## src/rtl/mipi_pkg.sv

```systemverilog
// rtl/mipi_pkg.sv - shared state encoding, data-type constants and CRC-16 helper for the MIPI packet decoder
package mipi_pkg;

   typedef enum logic [2:0] {
      ST_IDLE,
      ST_SYNC,
      ST_HDR,
      ST_PAYLOAD,
      ST_CRC,
      ST_DRAIN
   } state_t;

   localparam logic [5:0]  DT_FS       = 6'h00;
   localparam logic [5:0]  DT_FE       = 6'h01;
   localparam logic [5:0]  DT_LS       = 6'h02;
   localparam logic [5:0]  DT_LE       = 6'h03;
   localparam logic [5:0]  DT_LONG_MIN = 6'h10;

   localparam logic [7:0]  SYNC_BYTE   = 8'hB8;

   localparam logic [15:0] CRC_INIT    = 16'hFFFF;
   localparam logic [15:0] CRC_POLY    = 16'h8408;

   // Reflected CRC-16 (0x1021), one byte consumed LSB first.
   function automatic logic [15:0] crc16_byte(input logic [15:0] crc, input logic [7:0] b);
      logic [15:0] c;
      c = crc;
      for (int i = 0; i < 8; i++) begin
         if (c[0] ^ b[i]) c = (c >> 1) ^ CRC_POLY;
         else             c = c >> 1;
      end
      return c;
   endfunction

endpackage

```

## src/rtl/mipi_crc16.sv

```systemverilog
// rtl/mipi_crc16.sv - byte-wide CRC-16 accumulator over long-packet payload bytes
module mipi_crc16
   import mipi_pkg::*;
(
   input  logic        clk,
   input  logic        resetb,
   input  logic        init,
   input  logic        en,
   input  logic [7:0]  data,
   output logic [15:0] crc
);

   logic [15:0] crc_next;

   always_comb begin
      crc_next = crc16_byte(crc, data);
   end

   always_ff @(posedge clk or negedge resetb) begin
      if (!resetb)   crc <= CRC_INIT;
      else if (init) crc <= CRC_INIT;
      else if (en)   crc <= crc_next;
   end

endmodule

```

## src/rtl/mipi_packet_decoder.sv

```systemverilog
// rtl/mipi_packet_decoder.sv - CSI-2 style byte-stream packet decoder (sync, header, payload, CRC)
// Payload CRC checking is built only when MIPI_CRC_CHECK_EN is defined.
module mipi_packet_decoder
   import mipi_pkg::*;
#(
   parameter logic [1:0]  VC_SEL = 2'd0,
   parameter logic [15:0] MAX_WC = 16'd8192
)(
   input  logic        clk,
   input  logic        resetb,
   input  logic        we,
   input  logic [7:0]  data,
   output logic [7:0]  dout,
   output logic        dout_valid,
   output logic [5:0]  data_type,
   output logic [15:0] word_count,
   output logic        frame_start,
   output logic        frame_end,
   output logic        line_start,
   output logic        line_end,
   output logic        pkt_err,
   output logic        crc_err
);

   state_t      state, state_next;
   logic [1:0]  rst_sync;
   logic        ready;
   logic [1:0]  hdr_idx;
   logic [7:0]  di_reg;
   logic [7:0]  wc_lsb;
   logic [15:0] cnt;
   logic        crc_idx;
   logic        fs_n, fe_n, ls_n, le_n, perr_n;

   assign ready = rst_sync[1];

`ifdef MIPI_CRC_CHECK_EN
   logic [15:0] crc_val;
   logic [7:0]  crc_lsb;
   logic        cerr_n;
   logic        crc_init;
   logic        crc_en;

   assign crc_init = we && (state == ST_HDR) && (hdr_idx == 2'd2);
   assign crc_en   = we && (state == ST_PAYLOAD);

   mipi_crc16 u_crc16 (
      .clk    (clk),
      .resetb (resetb),
      .init   (crc_init),
      .en     (crc_en),
      .data   (data),
      .crc    (crc_val)
   );
`endif

   always_ff @(posedge clk or negedge resetb) begin
      if (!resetb) state <= ST_IDLE;
      else         state <= state_next;
   end

   // SYNC consumes the DI byte; HDR then sees WC LSB (0), WC MSB (1), ECC (2).
   always_comb begin
      state_next = state;
      fs_n       = 1'b0;
      fe_n       = 1'b0;
      ls_n       = 1'b0;
      le_n       = 1'b0;
      perr_n     = 1'b0;
`ifdef MIPI_CRC_CHECK_EN
      cerr_n     = 1'b0;
`endif
      case (state)
         ST_IDLE: begin
            if (we && ready) begin
               if (data == SYNC_BYTE) begin
                  state_next = ST_SYNC;
               end else begin
                  perr_n     = 1'b1;
                  state_next = ST_DRAIN;
               end
            end
         end
         ST_SYNC: begin
            if (!we) begin
               perr_n     = 1'b1;
               state_next = ST_IDLE;
            end else begin
               state_next = ST_HDR;
            end
         end
         ST_HDR: begin
            if (!we) begin
               perr_n     = 1'b1;
               state_next = ST_IDLE;
            end else if (hdr_idx == 2'd2) begin
               if (di_reg[7:6] != VC_SEL) begin
                  state_next = ST_DRAIN;
               end else if (data_type < DT_LONG_MIN) begin
                  state_next = ST_DRAIN;
                  fs_n       = (data_type == DT_FS);
                  fe_n       = (data_type == DT_FE);
                  ls_n       = (data_type == DT_LS);
                  le_n       = (data_type == DT_LE);
               end else if (word_count == 16'd0) begin
                  state_next = ST_CRC;
               end else if (word_count > MAX_WC) begin
                  perr_n     = 1'b1;
                  state_next = ST_DRAIN;
               end else begin
                  state_next = ST_PAYLOAD;
               end
            end
         end
         ST_PAYLOAD: begin
            if (!we) begin
               perr_n     = 1'b1;
               state_next = ST_IDLE;
            end else if (cnt == 16'd1) begin
               le_n       = 1'b1;
               state_next = ST_CRC;
            end
         end
         ST_CRC: begin
            if (!we) begin
               perr_n     = 1'b1;
               state_next = ST_IDLE;
            end else if (crc_idx) begin
               state_next = ST_DRAIN;
`ifdef MIPI_CRC_CHECK_EN
               cerr_n     = ({data, crc_lsb} != crc_val);
`endif
            end
         end
         ST_DRAIN: begin
            if (!we) state_next = ST_IDLE;
         end
         default: state_next = ST_IDLE;
      endcase
   end

   always_ff @(posedge clk or negedge resetb) begin
      if (!resetb) begin
         rst_sync    <= 2'b00;
         hdr_idx     <= 2'd0;
         di_reg      <= 8'h00;
         wc_lsb      <= 8'h00;
         cnt         <= 16'd0;
         crc_idx     <= 1'b0;
         dout        <= 8'h00;
         dout_valid  <= 1'b0;
         data_type   <= 6'h00;
         word_count  <= 16'd0;
         frame_start <= 1'b0;
         frame_end   <= 1'b0;
         line_start  <= 1'b0;
         line_end    <= 1'b0;
         pkt_err     <= 1'b0;
      end else begin
         rst_sync    <= {rst_sync[0], 1'b1};
         dout_valid  <= 1'b0;
         frame_start <= fs_n;
         frame_end   <= fe_n;
         line_start  <= ls_n;
         line_end    <= le_n;
         pkt_err     <= perr_n;
         if (we) begin
            case (state)
               ST_SYNC: begin
                  di_reg  <= data;
                  hdr_idx <= 2'd0;
               end
               ST_HDR: begin
                  hdr_idx <= hdr_idx + 2'd1;
                  crc_idx <= 1'b0;
                  if (hdr_idx == 2'd0) wc_lsb <= data;
                  if (hdr_idx == 2'd1) begin
                     data_type  <= di_reg[5:0];
                     word_count <= {data, wc_lsb};
                  end
                  if (hdr_idx == 2'd2) cnt <= word_count;
               end
               ST_PAYLOAD: begin
                  dout       <= data;
                  dout_valid <= 1'b1;
                  cnt        <= cnt - 16'd1;
               end
               ST_CRC: crc_idx <= 1'b1;
               default: ;
            endcase
         end
      end
   end

`ifdef MIPI_CRC_CHECK_EN
   always_ff @(posedge clk or negedge resetb) begin
      if (!resetb) begin
         crc_lsb <= 8'h00;
         crc_err <= 1'b0;
      end else begin
         crc_err <= cerr_n;
         if (we && (state == ST_CRC)) crc_lsb <= data;
      end
   end
`else
   assign crc_err = 1'b0;
`endif

endmodule

```

## config.mk

```make
export PLATFORM = sky130hd
export DESIGN_NAME = mipi_packet_decoder
export DESIGN_NICKNAME = d
export VERILOG_FILES = /design/src/rtl/mipi_pkg.sv /design/src/rtl/mipi_crc16.sv /design/src/rtl/mipi_packet_decoder.sv
export SDC_FILE = /design/constraint.sdc
export NUM_CORES = 1
export LEC_CHECK = 0
export ABC_AREA = 1
export CORE_AREA = 2 2 89 91
export DETAILED_ROUTE_END_ITERATION = 16
export DIE_AREA = 0 0 91 93
export PLACE_DENSITY_LB_ADDON = 0.1
export SETUP_SLACK_MARGIN = 0.1
export SKIP_CTS_REPAIR_TIMING = 1
export SLEW_MARGIN = 5
export SYNTH_ARGS = -nofsm -noshare
export SYNTH_HDL_FRONTEND = slang
export SYNTH_SLANG_ARGS = --single-unit
```

## constraint.sdc

```tcl
create_clock -name clk -period 1.3 [get_ports clk]
set_input_delay 0.26 -clock clk [delete_from_list [all_inputs] [get_ports clk]]
set_output_delay 0.26 -clock clk [all_outputs]
set_load 0.05 [all_outputs]
```

== Word-level counts from Yosys, hierarchy flattened ==
Cells that the tools add are included.

* Bits in registers: 76
* Output and inout bits: 37
* Logic and storage cells: 109

* Add/subtract/negate cells: 2
* Magnitude comparators: 2
* Eq/ne operators: 18
* Muxes and demuxes: 53
* Reductions and logical operators: 18

{| class="wikitable"
|+ Operator list
! cell !! number
|-
| 3-bit 2-to-1 mux || 13
|-
| 1-bit 2-to-1 mux || 32
|-
| 16-bit one-hot mux with 2 select lines || 1
|-
| 3-bit one-hot mux with 6 select lines || 1
|-
| 16-bit by 1-bit == test with 1-bit output, second input constant || 1
|-
| 16-bit by 14-bit greater-than comparator with 1-bit output, second input constant || 1
|-
| 16-bit logical NOT || 1
|-
| 16-bit 2-to-1 mux || 1
|-
| 16-bit by 1-bit subtractor with 16-bit output, second input constant || 1
|-
| 6-bit by 2-bit == test with 1-bit output, second input constant || 2
|-
| 3-bit != test, second input constant || 3
|-
| 3-bit AND reduction || 3
|-
| 8-bit == test, second input constant || 1
|-
| 2-bit AND reduction || 4
|-
| 2-bit nonzero test || 4
|-
| 3-bit by 2-bit == test with 1-bit output, second input constant || 2
|-
| 3-bit == test, second input constant || 2
|-
| 6-bit by 1-bit == test with 1-bit output, second input constant || 1
|-
| 6-bit logical NOT || 1
|-
| 6-bit by 5-bit less-than comparator with 1-bit output, second input constant || 1
|-
| 2-bit != test, second input constant || 3
|-
| 5-bit AND reduction || 1
|-
| 1-bit one-hot mux with 2 select lines || 2
|-
| 2-bit one-hot mux with 2 select lines || 1
|-
| other kinds (10) || 10
|}

== Logic depth before layout (Yosys ltp) ==
Gate-level depths: netlist (run 1).

* Depth in word-level cells: 8
* Gate-level depth with buffers: 10

== Worst setup path before layout (run 1) ==
No wires, ideal clock.

* Kind: register -> register
* Start point: register word_count[14]
* End point: register state[0]
* Arrival: 1.328 ns
* Required time: 1.184 ns
* Slack: -0.145 ns
* Cell stages (with the launch flop): 9
* Period minus slack after synthesis: 1.445 ns
* Cells stage by stage: dfrtp_1 nor2_1 nand2_1 nor2_1 nand2_1 o21ai_0 nand3b_1 nand2_1 nand2_1

* Longest elaborated chain between the ends: 7

{| class="wikitable"
|+ Ends and longest elaborated chain
! element !! RTL line !! text
|-
| start: declaration || mipi_packet_decoder.sv:16 || <nowiki>output logic [15:0] word_count,</nowiki>
|-
| start signal: assignment || mipi_packet_decoder.sv:179 || <nowiki>word_count <= {data, wc_lsb};</nowiki>
|-
| 16-bit logical NOT || mipi_packet_decoder.sv:105 || <nowiki>end else if (word_count == 16'd0) begin</nowiki>
|-
| 3-bit 2-to-1 mux || mipi_packet_decoder.sv:105 ||
|-
| 3-bit 2-to-1 mux || mipi_packet_decoder.sv:99 || <nowiki>end else if (data_type < DT_LONG_MIN) begin</nowiki>
|-
| 3-bit 2-to-1 mux || mipi_packet_decoder.sv:97 || <nowiki>if (di_reg[7:6] != VC_SEL) begin</nowiki>
|-
| 3-bit 2-to-1 mux || mipi_packet_decoder.sv:96 || <nowiki>end else if (hdr_idx == 2'd2) begin</nowiki>
|-
| 3-bit 2-to-1 mux || mipi_packet_decoder.sv:93 || <nowiki>if (!we) begin</nowiki>
|-
| 3-bit one-hot mux with 6 select lines || mipi_packet_decoder.sv:73 || <nowiki>case (state)</nowiki>
|-
| end signal: assignment || mipi_packet_decoder.sv:59 || <nowiki>else state <= state_next;</nowiki>
|-
| end: declaration || mipi_packet_decoder.sv:25 || <nowiki>state_t state, state_next;</nowiki>
|}

No other way between the ends. The select of a mux whose other input is x is not followed.
A chain may end at the register's enable or synchronous reset.

== Worst setup path after layout (run 1) ==
* Start point: register state[2]
* End point: register cnt[12]

* Longest elaborated chain between the ends: 3

{| class="wikitable"
|+ Ends and longest elaborated chain
! element !! RTL line !! text
|-
| 3-bit by 2-bit == test with 1-bit output || mipi_packet_decoder.sv:168 || <nowiki>case (state)</nowiki>
|-
| 2-bit != test (no line) or 2-bit nonzero test (tied branches) || -- ||
|-
| 3-bit AND reduction (no line) || -- ||
|-
| end signal: assignment || mipi_packet_decoder.sv:181 || <nowiki>if (hdr_idx == 2'd2) cnt <= word_count;</nowiki>
|-
| end signal: assignment || mipi_packet_decoder.sv:186 || <nowiki>cnt <= cnt - 16'd1;</nowiki>
|-
| end: declaration || mipi_packet_decoder.sv:31 || <nowiki>logic [15:0] cnt;</nowiki>
|}

Parallel ways exist; a longest one is shown, timed or not.

==> impl_metrics.csv, run 1 <==
group,metric,value,unit
synthesis,ys_types,33,
final_layout,final_common_cell,"nand2_1",
critical_path,critPathRequiredTime,1590,ps
synthesis,syn_inst,438,
die,core,7527,µm²
routing,drt_pass1_iterations,5,
final_layout,multi_input_area,1718,µm²
synthesis,synth_edf_count,0,
global_route,met2_usage,41.60,%
synthesis,avgSynthCellArea,8.293,µm²
sta,finClkSkew,9.000,ps
final_layout,nNetsFinal,607,
placement,place_area,5279,µm²
clock_tree,cts_max_level,3,
synthesis,ys.warnings.count,0,
final_layout,fill_cells,475,
sta,final_hold_viol_count,0,
placement,dpl.hpwl,7.600,mm
routing,drt_iter0_drc,213,
routing,viasPerCell,5.199,
critical_path,crit_type,"reg -> reg",
power,clockPowerShare,18.5,%
critical_path,cp_slowest_stage_delay,400,ps
global_route,grt_overflow,0,
routing,drc,0,
placement,dp.cells,663,
sta,setup_ws,-297.9,ps
critical_path,critical_path_arrival,1890,ps
global_route,grtUsageMet1,32.36,%
critical_path,worstPathMaxFanout,12,
sta,timing.fmax,625.8,MHz
clock_tree,tritoncts,"built",
clock_tree,clk_latency,350,ps
sta,period_share,122.9,%
die,fp.dieW,91,µm
global_route,grt_usage,24.91,%
die,die-area,8463,µm²
clock_tree,clk_pin_slew,90,ps
final_layout,antenna_cells,0,
sta,slew_viol_final,0,
synthesis,async_reset_ff_share,100.0,%
die,start_util,48.25,%
global_route,grt_use_met3,4.593,%
routing,detail_route.wl_per_cell,16.09,µm
die,die_h,93,µm
sta,finalSetupViolations,67,
outcome,status,"finished, violations left",
clock_tree,cts_buffer_depth,2,
synthesis,yosysTopAreaCellShare,52.36,%
power,p_switching,5.220,mW
placement,gp_congestion,0.9158,
die,io-pin-count,48,
power,peakVddDrop,1.654,mV
die,core.rowCount,32,
global_route,grt_max_degree,25,
power,power_leakage,2.917,nW
critical_path,cp_cell_sequence,"inv_2 > nand2_4 > nor2_4 > nand2_4 > a21oi_4 > buf_12 > inv_8 > a21oi_4 > o21ai_2 > nand2_1",
global_route,antenna_found_initial,0,
synthesis,synth_nets,454,
clock_tree,cts-root-buf,"clkbuf_8",
clock_tree,cts_buffers,9,
synthesis,ys_seq_elements,76,
synthesis,ys_seq_area_share,52.36,%
hold_path,hp-class,"in -> async",
final_layout,design_area,6062,µm²
sta,fin_hold_ws,322.2,ps
synthesis,synthTopCellsByArea,"dfrtp_1, nand2_1, o21ai_0, nor2_1, inv_1",
final_layout,area_growth,66.90,%
sta,grt_setup_unrepaired,"true",
clock_tree,clock_sinks,76,
final_layout,seqCellArea,1914,µm²
synthesis,syn_area,3632,µm²
global_route,busiest_layer,"met2",
final_layout,final_cell_mix,"nand2_1, buf_4, dfrtp_1",
power,p_int,7.891,mW
global_route,first_global_vias,3493,
synthesis,synthFlopType,"dfrtp_1",
power,power_density,2163,nW/µm²
critical_path,start_kind,"flip-flop",
final_layout,top_regs,"cnt (16), word_count (16)",
routing,vias,3629,
routing,antenna_left,0,
critical_path,critPathCaptureType,"flip-flop",
power,finalPower,13.11,mW
placement,port_buffers,46,
power,combPwrFrac,51.8,%
synthesis,yosys.area.top_type,"dfrtp_1",
sta,period_needed,1598,ps
power,swShare,39.81,%
global_route,grt_pass1_wl,16.62,mm
power,p_seq_share,29.7,%
final_layout,instances_no_fill,698,
final_layout,drive_above_1_share,41.11,%
job,cap_viol_max_count,0,
routing,wl,11.23,mm
outcome,violations,"setup timing",
critical_path,critPathSlowestCell,"dfrtp_1",
==> cell families after synthesis <==
family / synth area share, %
AND/OR/NAND/NOR: 22.53
AO/OA/AOI/OAI: 12.64
flip-flops: 52.36
buffers and inverters: 7.130
multiplexers: 2.687
adder cells (fa/ha/maj): 1.722
XOR/XNOR: 0.7235
other: 0.2068
==> worst paths after layout <==
check / startpoint / endpoint / slack [ps] / cells past startpoint
worst min register to register: rst_sync[0] / rst_sync[1] / 350 / 0
worst max-delay path: state[2] / cnt[12] / -300 / 10
worst min-delay path: resetb / cnt[3] / 320 / 2
min in group clk: rst_sync[0] / rst_sync[1] / 350 / 0
worst max register to register: state[2] / cnt[12] / -300 / 10
max in group asynchronous: resetb / word_count[0] / 500 / 3
==> metrics by stage <==
| step | util (%) | setup WS, ps | setup TNS, ps |
|---|---|---|---|
| global placement | 70.13 | -366.1 | -17850 |
| finish | 80.54 | -297.9 | -13700 |
| floorplan | - | -122.1 | -1744 |
| detailed placement | 70.13 | -420.9 | -18590 |
| CTS | 73.72 | -358.1 | -10930 |
| global route | 80.54 | -364.6 | -19540 |
==> power by group through the flow <==
stage | clock [mW] | combinational, mW | sequential (mW)
finish | 2.42 | 6.79 | 3.90
floorplan | 0 | 1.86 | 4.74
global placement | 0 | 5.82 | 3.79
detailed placement | 0 | 5.94 | 3.81
CTS | 2.44 | 5.98 | 3.78
global route | 2.55 | 7.26 | 3.99
==> Yosys cell counts (all sizes together), types with 4 or more instances <==
cell and n:
nand2 115, dfrtp 76, o21ai 61, nor2 55
inv 44, a21oi 18, nand3 16, buf 11
mux2 8, nor3 7, ha 5, nand4 4
==> area by class of cell <==
class                           instances  share of cell area (%)
Sequential cell                        76                   31.58
Timing Repair Buffer                  156                   30.49
Multi-Input combinational cell        303                   28.34
Inverter                               45                   3.034
Clock inverter                          7                   2.415
Tap cell                              102                   2.105
Clock buffer                            9                   2.043
==> worst max-delay path: cells and delay by family (launching register included) <==
family / cells / cell delay (ps)
AND/OR/NAND/NOR: 4 / 360
AO/OA/AOI/OAI: 3 / 430
flip-flops: 1 / 400
buffers and inverters: 3 / 330
==> routing by layer <==
metal | wire length [µm] | share of wire (%)
met5 | 0 | 0
met4 | 421 | 3.7
met3 | 570 | 5.1
met2 | 5637 | 50
met1 | 4604 | 41
Note: power is estimated with default switching activity, not from simulation.
==> run 2, diff against run 1 <==
SKIP_CTS_REPAIR_TIMING = default   (was 1)
==> impl_metrics.csv, run 2 (same netlist as run 1, synthesis figures left out) <==
group,metric,value,unit
critical_path,start_kind,"flip-flop",
sta,finClkSkew,32.24,ps
global_route,grt_pass1_wl,19.42,mm
outcome,status,"finished, violations left",
global_route,first_global_vias,3900,
routing,detail_route.wl_per_cell,21.31,µm
clock_tree,cts_max_level,3,
power,peakVddDrop,1.797,mV
critical_path,critPathSlowestCell,"dfrtp_1",
final_layout,area_growth,84.67,%
sta,period_needed,1744,ps
global_route,grt_overflow,0,
sta,slew_viol_final,0,
critical_path,critical_path_arrival,2000,ps
sta,setup_ws,-443.7,ps
routing,viasPerCell,5.750,
power,power_density,2183,nW/µm²
die,core.rowCount,32,
critical_path,critPathCaptureType,"flip-flop",
power,power_leakage,3.142,nW
die,die_h,93,µm
global_route,grt_usage,29.26,%
sta,grt_setup_unrepaired,"true",
die,fp.dieW,91,µm
sta,final_hold_viol_count,0,
global_route,antenna_found_initial,0,
sta,timing.fmax,573.5,MHz
final_layout,top_regs,"cnt (16), word_count (16)",
routing,vias,4169,
die,start_util,48.25,%
placement,dpl.hpwl,7.600,mm
clock_tree,clk_pin_slew,120,ps
clock_tree,clock_sinks,76,
sta,period_share,134.1,%
final_layout,nNetsFinal,634,
die,core,7527,µm²
placement,place_area,5279,µm²
clock_tree,clk_latency,390,ps
die,die-area,8463,µm²
critical_path,crit_type,"reg -> reg",
final_layout,drive_above_1_share,52.65,%
clock_tree,cts_buffers,9,
clock_tree,tritoncts,"built",
final_layout,design_area,6708,µm²
final_layout,final_cell_mix,"nand2_1, buf_4, dfrtp_1",
job,cap_viol_max_count,0,
routing,antenna_left,0,
placement,gp_congestion,0.9158,
power,finalPower,14.64,mW
routing,drt_iter0_drc,437,
final_layout,fill_cells,328,
routing,wl,15.45,mm
critical_path,cpMostUsedCell,"nand2_4",
placement,place_ws,-420.9,ps
critical_path,cp_cell_sequence,"inv_2 > nand2_4 > nor2_4 > buf_6 > nand2_8 > clkinv_8 > nand2_4 > clkbuf_16 > o21ai_0",
sta,finalSetupViolations,89,
clock_tree,cts_buffer_depth,2,
critical_path,cp_slowest_stage_delay,400,ps
clock_tree,cts-root-buf,"clkbuf_8",
global_route,grt_max_degree,25,
outcome,violations,"setup timing",
die,io-pin-count,48,
critical_path,worstPathMaxFanout,8,
placement,port_buffers,46,
final_layout,antenna_cells,0,
routing,drc,0,
critical_path,critPathRequiredTime,1560,ps
routing,drt_pass1_iterations,5,
hold_path,hp-class,"in -> async",
==> run 2: cell count changes in the layout (fill, tap and decap cells not counted), moves of 7 or more <==
cell / delta
o21ai_2: +11
nand2_1: -11
buf_4: +11
buf_6: +8
o21ai_0: -17
nor2_4: +8
nor2_2: +7
nor2_1: -15
==> run 2: critical path: cells and delay by family (launching register included) <==
family	cells	cell delay (ps)
DFF	1	400
and+or+nand+nor	4	420
AOI/OAI and AO/OA	1	260
buffers and inverters	4	530
==> run 2: worst paths after layout <==
path                              from            end  slack (ps)  depth (start not counted)
setup / recovery              state[2]      wc_lsb[4]        -440                          9
hold / removal                  resetb  word_count[8]         280                          2
setup reg to reg              state[2]      wc_lsb[4]        -440                          9
hold reg to reg            rst_sync[0]    rst_sync[1]         360                          0
max in group asynchronous       resetb  word_count[0]         500                          3
min in group clk           rst_sync[0]    rst_sync[1]         360                          0
==> run 2: report_power, final <==
group	switching (mW)	internal [mW]
logic	4.42	3.69
registers	0.821	3.19
clock network	1.05	1.48
total	6.29	8.36
==> run 2: per-layer routing <==
metal | global-route usage, % | wire (µm) | vias to the layer above
met5 | 0 | 0 | -
met3 | 5.238 | 1092 | 80
li1 | - | - | 1768
met2 | 52.22 | 7724 | 266
met4 | 9.975 | 896 | 0
met1 | 35.89 | 5737 | 2055
==> run 2: final cells by class <==
cell class	count	area [µm²]	area share, %
multi-input cells	304	2029	30.26
clock buffers	9	123.9	1.847
repair buffers	181	2151	32.06
well taps	102	127.6	1.903
flip-flops and latches	76	1916	28.56
clock inverters	7	146.4	2.182
repair inverters	1	7.507	0.1119
inverters	45	206.4	3.078
==> run 2: metrics by stage <==
step	utilization [%]	hold slack, ps	setup TNS, ps	instances
global route	89.11	316.6	-22700	725
global placement	70.13	158.4	-17850	663
CTS	80.73	325.7	-8629	706
floorplan	-	-35.59	-1744	438
finish	89.11	281.7	-19520	725
detailed placement	70.13	156.6	-18590	663
==> run 2: what timing repair did <==
action	CTS	global route
cloned	3	4
hold buffers	1	0
pin swaps	15	36
setup endpoints to repair	99	104
resized for setup	99	141
endpoints found under the hold margin	15	0
buffers inserted	23	21
==> run 3, diff against run 2 <==
CTS_CLUSTER_SIZE = 25   (was default)
SKIP_CTS_REPAIR_TIMING = 1   (was default)
==> results of run 3 <==
The final DEF is identical to that of run 1; final timing and power are the same.
